[src/rtl/arm_ctrl_pkg.sv]
// rtl/arm_ctrl_pkg.sv - state encoding and datapath select constants for the multicycle controller
//
// Purpose: shared types and constants for multicycle_ctrl and the datapath it steers.
//   state_t      : FSM state codes (FETCH=0 .. UNKNOWN=10; codes 11-15 are unused)
//   SRCA_*       : ALU A operand select values
//   SRCB_*       : ALU B operand select values
//   RES_*        : result bus select values
package arm_ctrl_pkg;

  typedef enum logic [3:0] {
    S_FETCH    = 4'd0,
    S_DECODE   = 4'd1,
    S_MEMADR   = 4'd2,
    S_MEMREAD  = 4'd3,
    S_MEMWB    = 4'd4,
    S_MEMWRITE = 4'd5,
    S_EXECR    = 4'd6,
    S_EXECI    = 4'd7,
    S_ALUWB    = 4'd8,
    S_BRANCH   = 4'd9,
    S_UNKNOWN  = 4'd10
  } state_t;

  localparam logic [1:0] SRCA_RN       = 2'b00;
  localparam logic [1:0] SRCA_PC       = 2'b01;

  localparam logic [1:0] SRCB_RM       = 2'b00;
  localparam logic [1:0] SRCB_EXTIMM   = 2'b01;
  localparam logic [1:0] SRCB_FOUR     = 2'b10;

  localparam logic [1:0] RES_ALUOUT    = 2'b00;
  localparam logic [1:0] RES_DATA      = 2'b01;
  localparam logic [1:0] RES_ALURESULT = 2'b10;

endpackage

[src/rtl/multicycle_ctrl.sv]
// rtl/multicycle_ctrl.sv - Moore FSM sequencing a multicycle ARM-subset datapath
//
// Purpose: steps each instruction through fetch, decode, and the memory /
// execute / branch paths, driving datapath selects and unconditioned enables.
// Optional build macro: MCTRL_MEMRDY_EN - when defined, a low iMemReady stalls
// FETCH, MEMREAD and MEMWRITE; otherwise iMemReady is ignored.
//
// Ports:
//   iClk, iReset_n           clock, asynchronous active-low reset
//   iOp[1:0], iFunct[5:0]    instruction fields (sampled in DECODE / MEMADR only)
//   iMemReady                memory access complete this cycle
//   oIRWrite, oNextPC        load IR, write PC+4
//   oAdrSrc                  memory address select (0=PC, 1=ALUOut)
//   oALUSrcA, oALUSrcB       ALU operand selects
//   oResultSrc               result bus select
//   oRegW, oMemW, oBranch    unconditioned write / branch enables
//   oALUOp                   enable ALU-control decode downstream
//   oIllegal                 one-cycle pulse on an unimplemented op
//   oState[3:0]              current state code (debug)
module multicycle_ctrl
  import arm_ctrl_pkg::*;
(
  input  logic       iClk,
  input  logic       iReset_n,
  input  logic [1:0] iOp,
  input  logic [5:0] iFunct,
  input  logic       iMemReady,
  output logic       oIRWrite,
  output logic       oNextPC,
  output logic       oAdrSrc,
  output logic [1:0] oALUSrcA,
  output logic [1:0] oALUSrcB,
  output logic [1:0] oResultSrc,
  output logic       oRegW,
  output logic       oMemW,
  output logic       oBranch,
  output logic       oALUOp,
  output logic       oIllegal,
  output logic [3:0] oState
);

  state_t state, state_nx;
  logic   mem_ok;
  logic   unused_ok;

`ifdef MCTRL_MEMRDY_EN
  assign mem_ok    = iMemReady;
  assign unused_ok = ^iFunct[4:1];
`else
  assign mem_ok    = 1'b1;
  assign unused_ok = ^{iFunct[4:1], iMemReady};
`endif

  always_ff @(posedge iClk or negedge iReset_n) begin
    if (!iReset_n) state <= S_FETCH;
    else           state <= state_nx;
  end

  always_comb begin
    state_nx = S_FETCH;
    case (state)
      S_FETCH:    state_nx = mem_ok ? S_DECODE : S_FETCH;
      S_DECODE: begin
        case (iOp)
          2'b00:   state_nx = iFunct[5] ? S_EXECI : S_EXECR;
          2'b01:   state_nx = S_MEMADR;
          2'b10:   state_nx = S_BRANCH;
          default: state_nx = S_UNKNOWN;
        endcase
      end
      S_MEMADR:   state_nx = iFunct[0] ? S_MEMREAD : S_MEMWRITE;
      S_MEMREAD:  state_nx = mem_ok ? S_MEMWB : S_MEMREAD;
      S_MEMWB:    state_nx = S_FETCH;
      S_MEMWRITE: state_nx = mem_ok ? S_FETCH : S_MEMWRITE;
      S_EXECR:    state_nx = S_ALUWB;
      S_EXECI:    state_nx = S_ALUWB;
      S_ALUWB:    state_nx = S_FETCH;
      S_BRANCH:   state_nx = S_FETCH;
      S_UNKNOWN:  state_nx = S_FETCH;
      default:    state_nx = S_FETCH;
    endcase
  end

  logic irw_d, npc_d, regw_d, memw_d, ill_d;

  always_comb begin
    irw_d      = 1'b0;
    npc_d      = 1'b0;
    regw_d     = 1'b0;
    memw_d     = 1'b0;
    ill_d      = 1'b0;
    oAdrSrc    = 1'b0;
    oALUSrcA   = SRCA_RN;
    oALUSrcB   = SRCB_RM;
    oResultSrc = RES_ALUOUT;
    oBranch    = 1'b0;
    oALUOp     = 1'b0;
    case (state)
      S_FETCH: begin
        // IR/PC update only once the instruction word has actually arrived.
        irw_d      = mem_ok;
        npc_d      = mem_ok;
        oALUSrcA   = SRCA_PC;
        oALUSrcB   = SRCB_FOUR;
        oResultSrc = RES_ALURESULT;
      end
      S_DECODE: begin
        oALUSrcA   = SRCA_PC;
        oALUSrcB   = SRCB_FOUR;
        oResultSrc = RES_ALURESULT;
      end
      S_MEMADR: begin
        oALUSrcA = SRCA_RN;
        oALUSrcB = SRCB_EXTIMM;
      end
      S_MEMREAD: begin
        oAdrSrc    = 1'b1;
        oResultSrc = RES_ALUOUT;
      end
      S_MEMWB: begin
        oResultSrc = RES_DATA;
        regw_d     = 1'b1;
      end
      S_MEMWRITE: begin
        oAdrSrc = 1'b1;
        memw_d  = 1'b1;
      end
      S_EXECR: begin
        oALUSrcB = SRCB_RM;
        oALUOp   = 1'b1;
      end
      S_EXECI: begin
        oALUSrcB = SRCB_EXTIMM;
        oALUOp   = 1'b1;
      end
      S_ALUWB: begin
        oResultSrc = RES_ALUOUT;
        regw_d     = 1'b1;
      end
      S_BRANCH: begin
        oALUSrcB   = SRCB_EXTIMM;
        oResultSrc = RES_ALURESULT;
        oBranch    = 1'b1;
      end
      S_UNKNOWN: ill_d = 1'b1;
      default: ;
    endcase
  end

  // The register already snaps to FETCH on reset, but FETCH itself asserts
  // IR/PC writes; hold every write enable low while reset is applied.
  assign oIRWrite = irw_d  & iReset_n;
  assign oNextPC  = npc_d  & iReset_n;
  assign oRegW    = regw_d & iReset_n;
  assign oMemW    = memw_d & iReset_n;
  assign oIllegal = ill_d  & iReset_n;
  assign oState   = state;

endmodule

[config.mk]
export PLATFORM = sky130hd
export DESIGN_NAME = multicycle_ctrl
export DESIGN_NICKNAME = d
export VERILOG_FILES = /design/src/rtl/arm_ctrl_pkg.sv /design/src/rtl/multicycle_ctrl.sv
export SDC_FILE = /design/constraint.sdc
export NUM_CORES = 1
export LEC_CHECK = 0
export BUFFER_PORTS_ARGS = -buffer_cell sky130_fd_sc_hd__buf_2
export CELL_PAD_IN_SITES_DETAIL_PLACEMENT = 1
export CELL_PAD_IN_SITES_GLOBAL_PLACEMENT = 2
export CORE_MARGIN = 10
export CORE_UTILIZATION = 19
export CTS_CLUSTER_SIZE = 24
export DETAILED_ROUTE_END_ITERATION = 8
export PLACE_DENSITY_LB_ADDON = 0.1
export SLEW_MARGIN = 20
export SYNTH_ARGS = -nofsm -noshare
export SYNTH_HDL_FRONTEND = slang
export SYNTH_SLANG_ARGS = --single-unit
[constraint.sdc]
create_clock -name iClk -period 2.7 [get_ports iClk]
set_clock_uncertainty 0.1 [all_clocks]
set_input_delay 0.27 -clock iClk [delete_from_list [all_inputs] [get_ports iClk]]
set_output_delay 0.27 -clock iClk [all_outputs]
set_load 0.1 [all_outputs]
==> summary.md, run 1 <==
| Metric | Value |
|---|---|
| Run status | `finished, final reports clean` |
| Antenna diode instance count | `0` |
| Critical path start-end classification | `register to primary output` |
| Most used flip-flop cell after synthesis | `sky130_fd_sc_hd__dfrtp_1` |
| Register bit total from synthesis | `4` |
| Number of vias per cell after detailed routing | `between 4 and 5` |
| Fraction of final layout cells sized beyond drive strength 1 | `58.5%` |
| Routed length per placed instance | `13.3 um` |
| Combined area of all synthesized cells | `360 um^2` |
| Synth Instances | `44` |
| Placed cell count | `85` |
| Dominant combinational cell family by area after synthesis | `simple AND/OR/NAND/NOR gates` |
| Top cell type by total area after synthesis | `sky130_fd_sc_hd__dfrtp_1` |
| Die Width | `63.6 um` |
| Number of cells on the worst hold path | `3` |
| Area of the core | `1760 um^2` |
| Number of flops mapped to enable cells by yosys | `0` |
| Floorplan row count | `15` |
| Post-Synthesis Mean Instance Area | `about 8 um^2` |
| Reg2Reg Depth | `3` |
| Via count of the first global-routing pass | `433` |
| Die Y | `between 60 and 70 um` |
| Max-slew violations | `0` |
| Final period demand of the worst path | `2210 ps` |
| Top cells by instance count after synthesis | `sky130_fd_sc_hd__buf_4 (4), sky130_fd_sc_hd__dfrtp_1 (4), sky130_fd_sc_hd__nor2_1 (4)` |
| Placed cell areas | `just over 500 um^2` |
| Placement Setup Slack | `765 ps` |
| Number of antenna violations at the first check in global routing | `0` |
| Area share of the largest cell type after synthesis | `~28%` |
| Arrival time reported for the critical path endpoint | `1840 ps` |
| # port buffers | `22` |
| Clock root buffer | `sky130_fd_sc_hd__clkbuf_4` |
| Filler cell count in the final layout | `between 200 and 250` |
| Synth async-reset ratio | `between 90% and 100%` |
| Deepest clock path buffer count | `2` |
| Area share of xor/xnor cells in the synthesized design | `between 2 and 2.5%` |
| Clock slew seen by the registers of the worst setup and hold paths | `40 ps` |
| Count of final hold-check violations | `0` |
| Layout net count | `77` |
| First DRT Iteration DRCs | `11` |
| Clock tree from TritonCTS | `built` |
| # setup viols final | `0` |
| Synthesized-area fraction occupied by adder cells | `0%` |
| Final period util | `81.9%` |
| Main area contributors after synthesis | `sky130_fd_sc_hd__dfrtp_1 (28%), sky130_fd_sc_hd__buf_4 (8.3%), sky130_fd_sc_hd__a211oi_1 (6.3%)` |
| Largest register FFs | `4` |
| Starting density of the core | `20.4%` |
| Part of the Yosys area used for sequential elements | `27.8%` |
| Fraction of synthesized area in multiplexers | `0%` |
| Clock buffers created by TritonCTS | `3` |
| First-pass iteration count of the detailed router | `4` |
| Number of library cell types mapped by synthesis | `25` |
| Warnings from Yosys | `0` |
| Final WS setup | `489 ps` |
| Die area | `around 4000 um^2` |
| Post-route non-filler standard cell count | `90` |
| Wirelength, routed | `around 1.2 mm` |
| Net count after synthesis | `55` |
| H-Tree Depth | `1` |
| Classification of the worst-slack hold path | `primary input to register` |
| P&R area growth vs syn | `53.8%` |
| Setup TNS Final | `0 ps` |
| RSZ-0062 raised after global routing | `false` |
| Number of maximum-capacitance violations | `0` |
| Detailed-route via count | `380` |
| Kind of end point of the critical path | `primary output` |
| Sinks on the clock net | `4` |
| DRC | `0` |
| Required time at the worst-slack endpoint | `2330 ps` |
| Area share of and/or/nand/nor cells after synthesis | `between 40% and 50%` |
| Hpwl dp | `953 um` |
| Total gr overflow | `0` |
| Count of boundary I/O pins | `29` |
| F_max | `~0.45 GHz` |
| Worst setup slack for register-to-register paths | `~1400 ps` |
| Setup Buffers After CTS | `0` |
| Largest fanout on the critical path | `14` |
| Maximum number of pins on one net before global-route repair | `15` |
| Compound-gate portion of the synthesized area | `15.3%` |
| Global-route wire length before repair | `2.10 mm` |
| Type of element launching the critical path | `register` |
| GRT Total Usage | `approximately 6.2%` |
| RePlAce Congestion | `0.678` |
| Count of instances resized after the clock tree is built | `0` |
| Detail Route Antenna Nets | `0` |
| Cell area after layout | `554 um^2` |
| Clock latency on the worst-skew pair | `240 ps` |
## cells in the final DEF (no fill, tap or decap), types with 2 or more instances in the layout
cell	netlist	final
sky130_fd_sc_hd__nor3_4	0	3
sky130_fd_sc_hd__nor2_1	4	4
sky130_fd_sc_hd__buf_2	2	22
sky130_fd_sc_hd__nand2_1	2	2
sky130_fd_sc_hd__o21ai_1	2	2
sky130_fd_sc_hd__a211oi_1	3	2
sky130_fd_sc_hd__clkbuf_4	0	3
sky130_fd_sc_hd__dfrtp_2	0	3
sky130_fd_sc_hd__nand2b_1	2	2
## cell type report
class / count / area (um^2) / area share (%)
multi-input combinational: 33 / 269 / 48.5
clock buffer: 4 / 26.3 / 4.74
tap: 25 / 31.3 / 5.64
timing repair buffer: 23 / 120 / 21.7
inverter: 1 / 3.75 / 0.677
sequential: 4 / 104 / 18.7
## through the flow
stage,util (%),hold slack [ps]
3_5_place_dp,29.4,4.39
5_1_grt,31.4,261
6_report,31.4,227
3_3_place_gp,29.4,6.99
2_1_floorplan,-,-126
4_1_cts,31.4,223
## critical path, cell delays in order, from the launching register on
cell and delay, ps:
sky130_fd_sc_hd__dfrtp_2 590, sky130_fd_sc_hd__nor2b_1 210, sky130_fd_sc_hd__nor3b_1 240, sky130_fd_sc_hd__a311o_2 140, sky130_fd_sc_hd__buf_2 410
## logic make-up after synthesis
family,after synthesis
XOR/XNOR,1
buffers and inverters,7
AND/OR/NAND/NOR,23
other,1
AO/OA/AOI/OAI,8
flip-flops,4
## what timing repair did
item / CTS / global route
hold buffers: 1 / 0
endpoints found under the setup margin: 0 / 0
hold endpoints to repair: 4 / 0
## final timing paths
| check | start | to |
|---|---|---|
| worst max register to register | oState[1] | oState[1] |
| worst min register to register | oState[2] | oState[1] |
| worst max-delay path | oState[1] | oALUSrcB[0] |
| worst min-delay path | iFunct[0] | oState[2] |
| max in group asynchronous | iReset_n | oState[3] |
| min in group asynchronous | iReset_n | oState[1] |
## layer usage
| layer | vias to the layer above | part of all wire, % | track usage (%) |
|---|---|---|---|
| met5 | - | 0 | 0 |
| met4 | 0 | 0.67 | 2.46 |
| met3 | 2 | 11 | 3.36 |
| met2 | 20 | 41 | 9.05 |
| met1 | 165 | 47 | 7.37 |
| li1 | 193 | - | - |
Power of run 1 is not shown: default switching activity piles up to over one toggle a cycle in this logic, so the estimate is an artifact.
==> run 2, diff against run 1 <==
Settings changed: CORE_UTILIZATION 19 to 18.
Clock period 2.7 ns to 2.2 ns, I/O delays scaled along.
==> run 2 against run 1 <==
Global-route usage rose by 0.12 points; cell area rose by 2.3%; cell count rose by 1.1%; die area rose by 3.8%; clock-buffer cell count fell by 1; first-iteration DRC count fell by 64%; via count rose by 1.8%; utilization fell by 2.2 points; routed wire length rose by 1.4%; critical path type unchanged; critical endpoint unchanged.
==> summary.md, run 2 (synthesis gave the netlist of run 1 again) <==
| Metric | Value |
|---|---|
| GRT Total Usage | `6.33% (+0.12 points)` |
| Final period demand of the worst path | `2100 ps` |
| Count of instances resized after the clock tree is built | `0 (unchanged)` |
| RSZ-0062 raised after global routing | `false` |
| Most common cell after layout, fill and taps aside | `sky130_fd_sc_hd__buf_2` |
| Arrival time reported for the critical path endpoint | `1780 ps (-60 ps)` |
| Type of element launching the critical path | `register` |
| Clock tree from TritonCTS | `built` |
| H-Tree Depth | `1 (unchanged)` |
| # port buffers | `22 (unchanged)` |
| Count of final hold-check violations | `0 (unchanged)` |
| Classification of the worst-slack hold path | `primary input to register` |
| Starting density of the core | `18.6% (-1.9 points)` |
| First-pass iteration count of the detailed router | `3 (-1)` |
| Routed length per placed instance | `13.3 um (+0.31%)` |
| P&R area growth vs syn | `57.3%` |
| Via count of the first global-routing pass | `429 (-0.92%)` |
| Detail Route Antenna Nets | `0 (unchanged)` |
| Final period util | `95.5%` |
| Number of maximum-capacitance violations | `0 (unchanged)` |
| Deepest clock path buffer count | `2 (unchanged)` |
| Number of antenna violations at the first check in global routing | `0 (unchanged)` |
| Max-slew violations | `0 (unchanged)` |
| Fraction of final layout cells sized beyond drive strength 1 | `62.5% (+4.0 points)` |
| Largest fanout on the critical path | `12 (-2)` |
| Clock latency on the worst-skew pair | `230 ps (about the same)` |
| Floorplan row count | `16 (+1)` |
| First DRT Iteration DRCs | `4 (-7)` |
| Required time at the worst-slack endpoint | `1880 ps (-450 ps)` |
| F_max | `0.476 GHz` |
| Total gr overflow | `0 (unchanged)` |
| Critical path start-end classification | `register to primary output` |
| Detailed-route via count | `387 (+1.8%)` |
| Largest register FFs | `4 (unchanged)` |
| Global-route wire length before repair | `2.16 mm (+3.0%)` |
| Final worst hold slack | `169 ps (-57.3 ps)` |
| Clock slew seen by the registers of the worst setup and hold paths | `40 ps (about the same)` |
| Filler cell count in the final layout | `255 (+9.9%)` |
| Die Width | `64.7 um (+1.9%)` |
| DRC | `0 (unchanged)` |
| Count of boundary I/O pins | `29 (unchanged)` |
| Layout net count | `77 (unchanged)` |
| Sinks on the clock net | `4 (unchanged)` |
| Maximum number of pins on one net before global-route repair | `15 (unchanged)` |
| Die area | `4190 um^2 (+3.8%)` |
| RePlAce Congestion | `0.698 (+2.9%)` |
| Clock root buffer | `sky130_fd_sc_hd__clkbuf_4` |
| Area of the core | `1940 um^2 (+10%)` |
| Clock buffers created by TritonCTS | `3 (unchanged)` |
| Run status | `finished, final reports clean` |
| Number of vias per cell after detailed routing | `4.25 (+0.72%)` |
| Wirelength, routed | `1.21 mm (+1.4%)` |
| Antenna diode instance count | `0 (unchanged)` |
| Die Y | `64.7 um (+1.9%)` |
| Hpwl dp | `988 um (+3.6%)` |
| Leading cell types in the layout, fill and taps excluded | `sky130_fd_sc_hd__buf_2 (22), sky130_fd_sc_hd__dfrtp_4 (4), sky130_fd_sc_hd__nor2_1 (3), sky130_fd_sc_hd__nor3_4 (3), sky130_fd_sc_hd__clkbuf_4 (3)` |
| Kind of end point of the critical path | `primary output` |
| # setup viols final | `0 (unchanged)` |
==> run 2: final cells by class <==
type	instances	area (um^2)	share of cell area, %
multi-input cells	33	272	47.9
repair buffers	23	120	21.2
flip-flops and latches	4	115	20.3
well taps	27	33.8	5.96
clock buffers	3	22.5	3.97
inverters	1	3.75	0.662
==> run 2: metal layers <==
layer / up-vias / part of all wire [%] / GRT usage, %
met5: - / 0 / 0
li1: 191 / - / -
met1: 182 / 47 / 7.69
met2: 14 / 46 / 8.99
met4: 0 / 0 / 4.01
met3: 0 / 6.6 / 2.58
==> run 2: worst max-delay path, stage by stage, from the launching register on <==
cell and delay (ps):
sky130_fd_sc_hd__dfrtp_4 560, sky130_fd_sc_hd__and2b_1 220, sky130_fd_sc_hd__and2_4 140, sky130_fd_sc_hd__a311o_2 330, sky130_fd_sc_hd__buf_2 290
==> run 2: worst paths after layout <==
| check | to | slack [ps] | from | depth (start not counted) |
|---|---|---|---|---|
| max | oALUSrcB[0] | 100 | oState[3] | 4 |
| min | oState[2] | 170 | iFunct[0] | 3 |
| max reg2reg | oState[1] | 970 | oState[1] | 3 |
| min reg2reg | oState[0] | 490 | oState[0] | 1 |
| max in group asynchronous | oState[0] | 1570 | iReset_n | 2 |
| min in group asynchronous | oState[3] | 260 | iReset_n | 2 |
==> run 2: timing repair <==
item,CTS,global route
setup endpoints to repair,0,0
hold endpoints to repair,4,0
setup buffers,0,0
hold buffers,1,0
==> run 2: per-stage QoR <==
step / util, % / instances / setup TNS, ps / cell area (um^2) / setup slack, ps
2_1_floorplan: - / 44 / -1410 / 455 / -553
3_3_place_gp: 27.5 / 87 / 0 / 534 / 328
3_5_place_dp: 27.5 / 87 / 0 / 534 / 341
4_1_cts: 29.2 / 91 / 0 / 567 / 81.0
5_1_grt: 29.2 / 91 / 0 / 567 / 12.6
6_report: 29.2 / 91 / 0 / 567 / 98.2
Power of run 2 is left out for the same reason.
